<file path="config.mk">
export PLATFORM = sky130hd
export DESIGN_NAME = trisc_ir_decode_flat
export DESIGN_NICKNAME = d
export VERILOG_FILES = /design/src/rtl/trisc_ir_decode_if.sv /design/src/rtl/trisc_ir_decode.sv /design/src/flat_wrapper.sv
export SDC_FILE = /design/constraint.sdc
export NUM_CORES = 1
export LEC_CHECK = 0
export ABC_AREA = 0
export BUFFER_PORTS_ARGS = -buffer_cell sky130_fd_sc_hd__buf_2
export CAP_MARGIN = 20
export CORE_MARGIN = 1.5
export CORE_UTILIZATION = 43
export DETAILED_ROUTE_END_ITERATION = 6
export PLACE_DENSITY = 0.84
export SYNTH_ARGS = -nofsm -noshare
export SYNTH_HDL_FRONTEND = slang
export SYNTH_SLANG_ARGS = --single-unit
</file>
<file path="constraint.sdc">
create_clock -name SysClock -period 1.1 [get_ports SysClock]
set_input_delay 0.22 -clock SysClock [delete_from_list [all_inputs] [get_ports SysClock]]
set_output_delay 0.22 -clock SysClock [all_outputs]
set_load 0.05 [all_outputs]
</file>
<file path="src/rtl/trisc_ir_decode_if.sv">
// Bus bundle between the TRISC controller and the instruction register/decoder.
interface trisc_ir_decode_if #(
  parameter int OPW  = 4,
  parameter int ADW  = 4,
  parameter int DW   = 8,
  parameter int ACCW = 8
);
  logic            IRLoad;
  logic [DW-1:0]   MemData;
  logic            AccLoad;
  logic [ACCW-1:0] AccData;
  logic            DecodeAck;

  logic [DW-1:0]   IR;
  logic [ADW-1:0]  Addr;
  logic            LDA, STA, ADD, SUB, XOR, INC, CLR, JMP, JPZ, JPN, HLT;
  logic            Skip, Illegal, DecodeValid;
  logic            ZFlag, NFlag, Halted;
  logic [7:0]      InstrCount;

  modport master (
    output IRLoad, MemData, AccLoad, AccData, DecodeAck,
    input  IR, Addr, LDA, STA, ADD, SUB, XOR, INC, CLR, JMP, JPZ, JPN, HLT,
    input  Skip, Illegal, DecodeValid, ZFlag, NFlag, Halted, InstrCount
  );

  modport slave (
    input  IRLoad, MemData, AccLoad, AccData, DecodeAck,
    output IR, Addr, LDA, STA, ADD, SUB, XOR, INC, CLR, JMP, JPZ, JPN, HLT,
    output Skip, Illegal, DecodeValid, ZFlag, NFlag, Halted, InstrCount
  );
endinterface

</file>
<file path="src/rtl/trisc_ir_decode.sv">
// TRISC instruction register and one-hot opcode decoder with accumulator flags and sticky halt.
//  state  | meaning
//  EMPTY  | no unconsumed decode, running
//  VALID  | decode lines hold an unconsumed instruction
//  HALT_E | halted, decode consumed
//  HALT_V | halted, HLT decode not yet consumed
module trisc_ir_decode #(
  parameter int OPW  = 4,
  parameter int ADW  = 4,
  parameter int DW   = 8,
  parameter int ACCW = 8
) (
  input logic               SysClock,
  input logic               Reset,
  trisc_ir_decode_if.slave  bus
);
  // bit0 = DecodeValid, bit1 = Halted
  localparam logic [1:0] ST_EMPTY  = 2'b00;
  localparam logic [1:0] ST_VALID  = 2'b01;
  localparam logic [1:0] ST_HALT_E = 2'b10;
  localparam logic [1:0] ST_HALT_V = 2'b11;

  localparam logic [OPW-1:0] OP_LDA = OPW'(0);
  localparam logic [OPW-1:0] OP_STA = OPW'(1);
  localparam logic [OPW-1:0] OP_ADD = OPW'(2);
  localparam logic [OPW-1:0] OP_SUB = OPW'(3);
  localparam logic [OPW-1:0] OP_XOR = OPW'(4);
  localparam logic [OPW-1:0] OP_INC = OPW'(6);
  localparam logic [OPW-1:0] OP_CLR = OPW'(7);
  localparam logic [OPW-1:0] OP_JMP = OPW'(8);
  localparam logic [OPW-1:0] OP_JPZ = OPW'(9);
  localparam logic [OPW-1:0] OP_JPN = OPW'(10);
  localparam logic [OPW-1:0] OP_HLT = OPW'(15);

  localparam int D_LDA = 0, D_STA = 1, D_ADD = 2, D_SUB = 3, D_XOR = 4, D_INC = 5;
  localparam int D_CLR = 6, D_JMP = 7, D_JPZ = 8, D_JPN = 9, D_HLT = 10;

  logic [1:0]    st_q, st_d;
  logic [DW-1:0] ir_q, ir_d;
  logic [10:0]   dec_q, dec_d;
  logic          skip_q, skip_d, ill_q, ill_d;
  logic          z_q, z_d, n_q, n_d;
  logic [7:0]    cnt_q, cnt_d;
  logic [OPW-1:0] opc;
  logic          load;

  always_comb begin
    opc    = bus.MemData[DW-1 -: OPW];
    load   = bus.IRLoad && !st_q[1];
    st_d   = st_q;
    ir_d   = ir_q;
    dec_d  = dec_q;
    skip_d = skip_q;
    ill_d  = ill_q;
    z_d    = z_q;
    n_d    = n_q;
    cnt_d  = cnt_q;

    if (bus.DecodeAck) begin
      dec_d  = '0;
      skip_d = 1'b0;
      ill_d  = 1'b0;
      if (st_q == ST_VALID)       st_d = ST_EMPTY;
      else if (st_q == ST_HALT_V) st_d = ST_HALT_E;
    end

    // a load overrides a simultaneous ack
    if (load) begin
      ir_d   = bus.MemData;
      dec_d  = '0;
      skip_d = 1'b0;
      ill_d  = 1'b0;
      cnt_d  = cnt_q + 8'd1;
      st_d   = ST_VALID;
      case (opc)
        OP_LDA: dec_d[D_LDA] = 1'b1;
        OP_STA: dec_d[D_STA] = 1'b1;
        OP_ADD: dec_d[D_ADD] = 1'b1;
        OP_SUB: dec_d[D_SUB] = 1'b1;
        OP_XOR: dec_d[D_XOR] = 1'b1;
        OP_INC: dec_d[D_INC] = 1'b1;
        OP_CLR: dec_d[D_CLR] = 1'b1;
        OP_JMP: dec_d[D_JMP] = 1'b1;
        OP_JPZ: if (z_q) dec_d[D_JPZ] = 1'b1; else skip_d = 1'b1;
        OP_JPN: if (n_q) dec_d[D_JPN] = 1'b1; else skip_d = 1'b1;
        OP_HLT: begin
          dec_d[D_HLT] = 1'b1;
          st_d         = ST_HALT_V;
        end
        default: ill_d = 1'b1;
      endcase
    end

    // jump qualification above already used the pre-edge flags
    if (bus.AccLoad) begin
      z_d = (bus.AccData == '0);
      n_d = bus.AccData[ACCW-1];
    end
  end

  always_ff @(posedge SysClock or posedge Reset) begin
    if (Reset) begin
      st_q   <= ST_EMPTY;
      ir_q   <= '0;
      dec_q  <= '0;
      skip_q <= 1'b0;
      ill_q  <= 1'b0;
      z_q    <= 1'b1;
      n_q    <= 1'b0;
      cnt_q  <= '0;
    end else begin
      st_q   <= st_d;
      ir_q   <= ir_d;
      dec_q  <= dec_d;
      skip_q <= skip_d;
      ill_q  <= ill_d;
      z_q    <= z_d;
      n_q    <= n_d;
      cnt_q  <= cnt_d;
    end
  end

  assign bus.IR          = ir_q;
  assign bus.Addr        = ir_q[ADW-1:0];
  assign bus.LDA         = dec_q[D_LDA];
  assign bus.STA         = dec_q[D_STA];
  assign bus.ADD         = dec_q[D_ADD];
  assign bus.SUB         = dec_q[D_SUB];
  assign bus.XOR         = dec_q[D_XOR];
  assign bus.INC         = dec_q[D_INC];
  assign bus.CLR         = dec_q[D_CLR];
  assign bus.JMP         = dec_q[D_JMP];
  assign bus.JPZ         = dec_q[D_JPZ];
  assign bus.JPN         = dec_q[D_JPN];
  assign bus.HLT         = dec_q[D_HLT];
  assign bus.Skip        = skip_q;
  assign bus.Illegal     = ill_q;
  assign bus.DecodeValid = st_q[0];
  assign bus.Halted      = st_q[1];
  assign bus.ZFlag       = z_q;
  assign bus.NFlag       = n_q;
  assign bus.InstrCount  = cnt_q;
endmodule

</file>
<file path="src/flat_wrapper.sv">
// flat-port wrapper written by rule: the top's interface ports become plain ports
module trisc_ir_decode_flat 
#(
  parameter int OPW  = 4,
  parameter int ADW  = 4,
  parameter int DW   = 8,
  parameter int ACCW = 8
)
  (SysClock, Reset, bus_IRLoad, bus_MemData, bus_AccLoad, bus_AccData, bus_DecodeAck, bus_IR, bus_Addr, bus_LDA, bus_STA, bus_ADD, bus_SUB, bus_XOR, bus_INC, bus_CLR, bus_JMP, bus_JPZ, bus_JPN, bus_HLT, bus_Skip, bus_Illegal, bus_DecodeValid, bus_ZFlag, bus_NFlag, bus_Halted, bus_InstrCount);
  trisc_ir_decode_if #(.OPW(OPW), .ADW(ADW), .DW(DW), .ACCW(ACCW)) bus_i ();
  input logic SysClock;
  input logic Reset;
  input wire logic [$bits(bus_i.IRLoad)-1:0] bus_IRLoad;
  input wire logic [$bits(bus_i.MemData)-1:0] bus_MemData;
  input wire logic [$bits(bus_i.AccLoad)-1:0] bus_AccLoad;
  input wire logic [$bits(bus_i.AccData)-1:0] bus_AccData;
  input wire logic [$bits(bus_i.DecodeAck)-1:0] bus_DecodeAck;
  output wire logic [$bits(bus_i.IR)-1:0] bus_IR;
  output wire logic [$bits(bus_i.Addr)-1:0] bus_Addr;
  output wire logic [$bits(bus_i.LDA)-1:0] bus_LDA;
  output wire logic [$bits(bus_i.STA)-1:0] bus_STA;
  output wire logic [$bits(bus_i.ADD)-1:0] bus_ADD;
  output wire logic [$bits(bus_i.SUB)-1:0] bus_SUB;
  output wire logic [$bits(bus_i.XOR)-1:0] bus_XOR;
  output wire logic [$bits(bus_i.INC)-1:0] bus_INC;
  output wire logic [$bits(bus_i.CLR)-1:0] bus_CLR;
  output wire logic [$bits(bus_i.JMP)-1:0] bus_JMP;
  output wire logic [$bits(bus_i.JPZ)-1:0] bus_JPZ;
  output wire logic [$bits(bus_i.JPN)-1:0] bus_JPN;
  output wire logic [$bits(bus_i.HLT)-1:0] bus_HLT;
  output wire logic [$bits(bus_i.Skip)-1:0] bus_Skip;
  output wire logic [$bits(bus_i.Illegal)-1:0] bus_Illegal;
  output wire logic [$bits(bus_i.DecodeValid)-1:0] bus_DecodeValid;
  output wire logic [$bits(bus_i.ZFlag)-1:0] bus_ZFlag;
  output wire logic [$bits(bus_i.NFlag)-1:0] bus_NFlag;
  output wire logic [$bits(bus_i.Halted)-1:0] bus_Halted;
  output wire logic [$bits(bus_i.InstrCount)-1:0] bus_InstrCount;
  assign bus_i.IRLoad = bus_IRLoad;
  assign bus_i.MemData = bus_MemData;
  assign bus_i.AccLoad = bus_AccLoad;
  assign bus_i.AccData = bus_AccData;
  assign bus_i.DecodeAck = bus_DecodeAck;
  assign bus_IR = bus_i.IR;
  assign bus_Addr = bus_i.Addr;
  assign bus_LDA = bus_i.LDA;
  assign bus_STA = bus_i.STA;
  assign bus_ADD = bus_i.ADD;
  assign bus_SUB = bus_i.SUB;
  assign bus_XOR = bus_i.XOR;
  assign bus_INC = bus_i.INC;
  assign bus_CLR = bus_i.CLR;
  assign bus_JMP = bus_i.JMP;
  assign bus_JPZ = bus_i.JPZ;
  assign bus_JPN = bus_i.JPN;
  assign bus_HLT = bus_i.HLT;
  assign bus_Skip = bus_i.Skip;
  assign bus_Illegal = bus_i.Illegal;
  assign bus_DecodeValid = bus_i.DecodeValid;
  assign bus_ZFlag = bus_i.ZFlag;
  assign bus_NFlag = bus_i.NFlag;
  assign bus_Halted = bus_i.Halted;
  assign bus_InstrCount = bus_i.InstrCount;
  trisc_ir_decode #(.OPW(OPW), .ADW(ADW), .DW(DW), .ACCW(ACCW)) u_core (.SysClock(SysClock), .Reset(Reset), .bus(bus_i));
endmodule
</file>
==> results.sh <==
export IMPL_finalCritPeriodShare_pct=117.1
export IMPL_p_per_area_mw_per_mm2=2144
export IMPL_cts_sinks=33
export IMPL_yosysTopAreaCell="dfrtp_1"
export IMPL_grt_pass1_wl_um=5989
export IMPL_max_freq_mhz=776.2
export IMPL_fin_crit_ns=1.288
export IMPL_diodes=0
export IMPL_violations="setup timing"
export IMPL_ys_flop_type="dfrtp_1"
export IMPL_utilization_pct=75.28
export IMPL_wl_met3_um=252
export IMPL_synth_most_common_cell="dfrtp_1"
export IMPL_path_max_fanout=2
export IMPL_routed_wl_um=3991
export IMPL_reg2reg_setup_slack_ns=-0.13
export IMPL_vias=1354
export IMPL_core_rowCount=21
export IMPL_first_iter_violations=52
export IMPL_setup_viol=63
export IMPL_route_met2_wl_um=2069
export IMPL_area_growth_pct=69.82
export IMPL_cpPeakStageDelay_ns=0.57
export IMPL_routabilityCongestion=0.8800
export IMPL_synth_cells=132
export IMPL_fp_dieW_um=61.42
export IMPL_clk_insertion_delay_late_ns=0.35
export IMPL_multi_input_area_um2=600.6
export IMPL_power_leakage_nw=1.260
export IMPL_clock_path_buffers=2
export IMPL_hold_viol_final=0
export IMPL_crit_family="flip-flops"
export IMPL_initial_core_util_pct=44.33
export IMPL_firstDrtPassIters=4
export IMPL_yosys_warnings=0
export IMPL_grt_max_degree=34
export IMPL_top_layer_used="met4"
export IMPL_synth_nets=154
export IMPL_crit_type="flop to output port"
export IMPL_synth_edf_count=0
export IMPL_fin_ws_ns=-0.1883
export IMPL_ys_async_sr_fraction_pct=100.0
export IMPL_cp_required_ns=0.88
export IMPL_drc=0
export IMPL_die_area_mm2=0.003772
export IMPL_synth_top_area_share_pct=54.56
export IMPL_via_per_inst=4.960
export IMPL_worst_pin_slew_ns=0.3094
export IMPL_antenna_found_initial=0
export IMPL_relSlewSlack_pct=79.38
export IMPL_cts_root_buf="clkbuf_4"
export IMPL_grt_pass1_vias=1342
export IMPL_cp_slowest_cell="dfstp_2"
export IMPL_startpoint="u_core.bus.ZFlag"
export IMPL_ant_nets=0
export IMPL_slew_viol_final=0
export IMPL_synthTopCellsByArea="dfrtp_1 55%, nand2_1 7.7%, xnor2_1 4.2%"
export IMPL_ios=58
export IMPL_avgSynthCellArea_um2=11.12
export IMPL_fin_tns_setup_ns=-3.642
export IMPL_ys_ff_latch=33
export IMPL_fin_skew_ns=0.005078
export IMPL_cp_end_kind="output port"
export IMPL_drv_cap=0
export IMPL_dp_slack_ns=-0.07505
export IMPL_synth_top_cells_by_count="32 x dfrtp_1, 30 x nand2_1, 7 x xnor2_1"
export IMPL_hp_class="primary input to flop"
export IMPL_critPathArrivalTime_ns=1.07
export IMPL_grt_overflow_total=0
export IMPL_synth_distinct_cells=35
export IMPL_regArea_um2=840.8
export IMPL_final_nets=248
export IMPL_total_power_mw=5.345
export IMPL_synth_area_mm2=0.001468
export IMPL_status="finished, violations left"
export IMPL_track_usage_pct=22.03
export IMPL_io_buffers=57
export IMPL_fillCellCount=231
export IMPL_cts_max_level=2
export IMPL_crit_buf_inv=1
export IMPL_crit_chain="buf_8"
export IMPL_die_h_um=61.42
export IMPL_dp_hpwl_um=2322
export IMPL_vdd_drop_max_uv=906.4
export IMPL_reg2reg_from="u_core.st_q[1]"
export IMPL_numCtsBuffers=5
export IMPL_min_delay_start="bus_AccLoad"
export IMPL_met1_length_um=1601
export IMPL_cts_tree="yes"
export IMPL_rsz0062_at_grt="true"
export IMPL_routedWlPerCell_um=14.62
export IMPL_clkSlewWorstSetupHoldPaths_ns=0.10
export IMPL_startpoint_type="flop"
export IMPL_drive_above_1_share_pct=55.51
export IMPL_yosysSeqAreaShare_pct=56.35
export IMPL_core_area_mm2=0.003311
[metrics by stage]
step,hold slack [ns],instances,cell area [um2]
2_1_floorplan,0.2830,132,1490
3_3_place_gp,0.2714,233,1831
3_5_place_dp,0.2744,233,1831
4_1_cts,0.03417,264,2365
5_1_grt,0.03916,273,2492
6_report,0.04110,273,2492
[path summary, 6_finish.rpt]
kind / cells after the start / end
min reg2reg: 2 / u_core.bus.IR[6]
max in group asynchronous: 4 / u_core.bus.ZFlag
min: 2 / u_core.bus.ZFlag
min in group asynchronous: 4 / u_core.dec_q[2]
max: 1 / bus_ZFlag
max reg2reg: 5 / u_core.dec_q[2]
[state kept, by name, summed over array words and instances (netlist names)]
register	flops
u_core.bus.ZFlag	1
u_core.dec_q	11
u_core.st_q	2
u_core.bus.Illegal	1
u_core.bus.Skip	1
u_core.bus.NFlag	1
u_core.bus.InstrCount	8
u_core.bus.IR	8
[report_power, final]
part	switching, mW	internal [mW]
logic	1.61	1.08
clock network	0.421	0.542
registers	0.212	1.48
total	2.24	3.10
[kinds of logic (layout without fill, tap and decap cells)]
family / count (synthesis) / in the layout / share of synthesized area, %
DFF: 33 / 33 / 56.35
muxes: 1 / 1 / 0.7672
buffers and inverters: 12 / 107 / 5.967
adders and majority gates: 1 / 1 / 0.8524
and+or+nand+nor: 58 / 58 / 21.65
xor gates and xnor gates: 7 / 7 / 4.177
AOI/OAI and AO/OA: 20 / 20 / 10.23
[cells in the final DEF (no fill, tap or decap), types with 2 or more instances in the layout]
cell type,instances
a21oi_1,3
a22o_1,6
a32o_1,2
and3_1,2
buf_12,3
buf_2,20
buf_4,29
buf_6,39
buf_8,3
clkbuf_4,5
dfrtp_1,21
dfrtp_2,11
inv_1,2
nand2_1,29
nand2b_1,2
nand3_1,4
nand4_1,5
nor2b_1,2
nor3_4,2
nor4_1,2
o21ai_0,2
o21ai_1,2
xnor2_1,7
[routing by layer]
metal	track usage (%)	up-vias
met4	7.295	0
met5	0	-
li1	-	646
met1	25.34	648
met2	39.06	54
met3	6.723	6
[cell type report]
| class | count | area share, % |
|---|---|---|
| Inverter | 3 | 0.4518 |
| Sequential cell | 33 | 33.73 |
| Tap cell | 46 | 2.309 |
| Multi-Input combinational cell | 87 | 24.10 |
| Clock inverter | 1 | 1.205 |
| Timing Repair Buffer | 96 | 35.99 |
| Clock buffer | 7 | 2.209 |
[repair_timing]
action | CTS | global route
gates resized for setup | 81 | 10
pin swaps | 1 | 3
buffers inserted | 22 | 8
gates cloned | 0 | 1
endpoints found under the setup margin | 59 | 66
hold endpoints to repair | 32 | 0
hold buffers | 1 | 0
No activity file was read; power rests on OpenSTA's default activity.
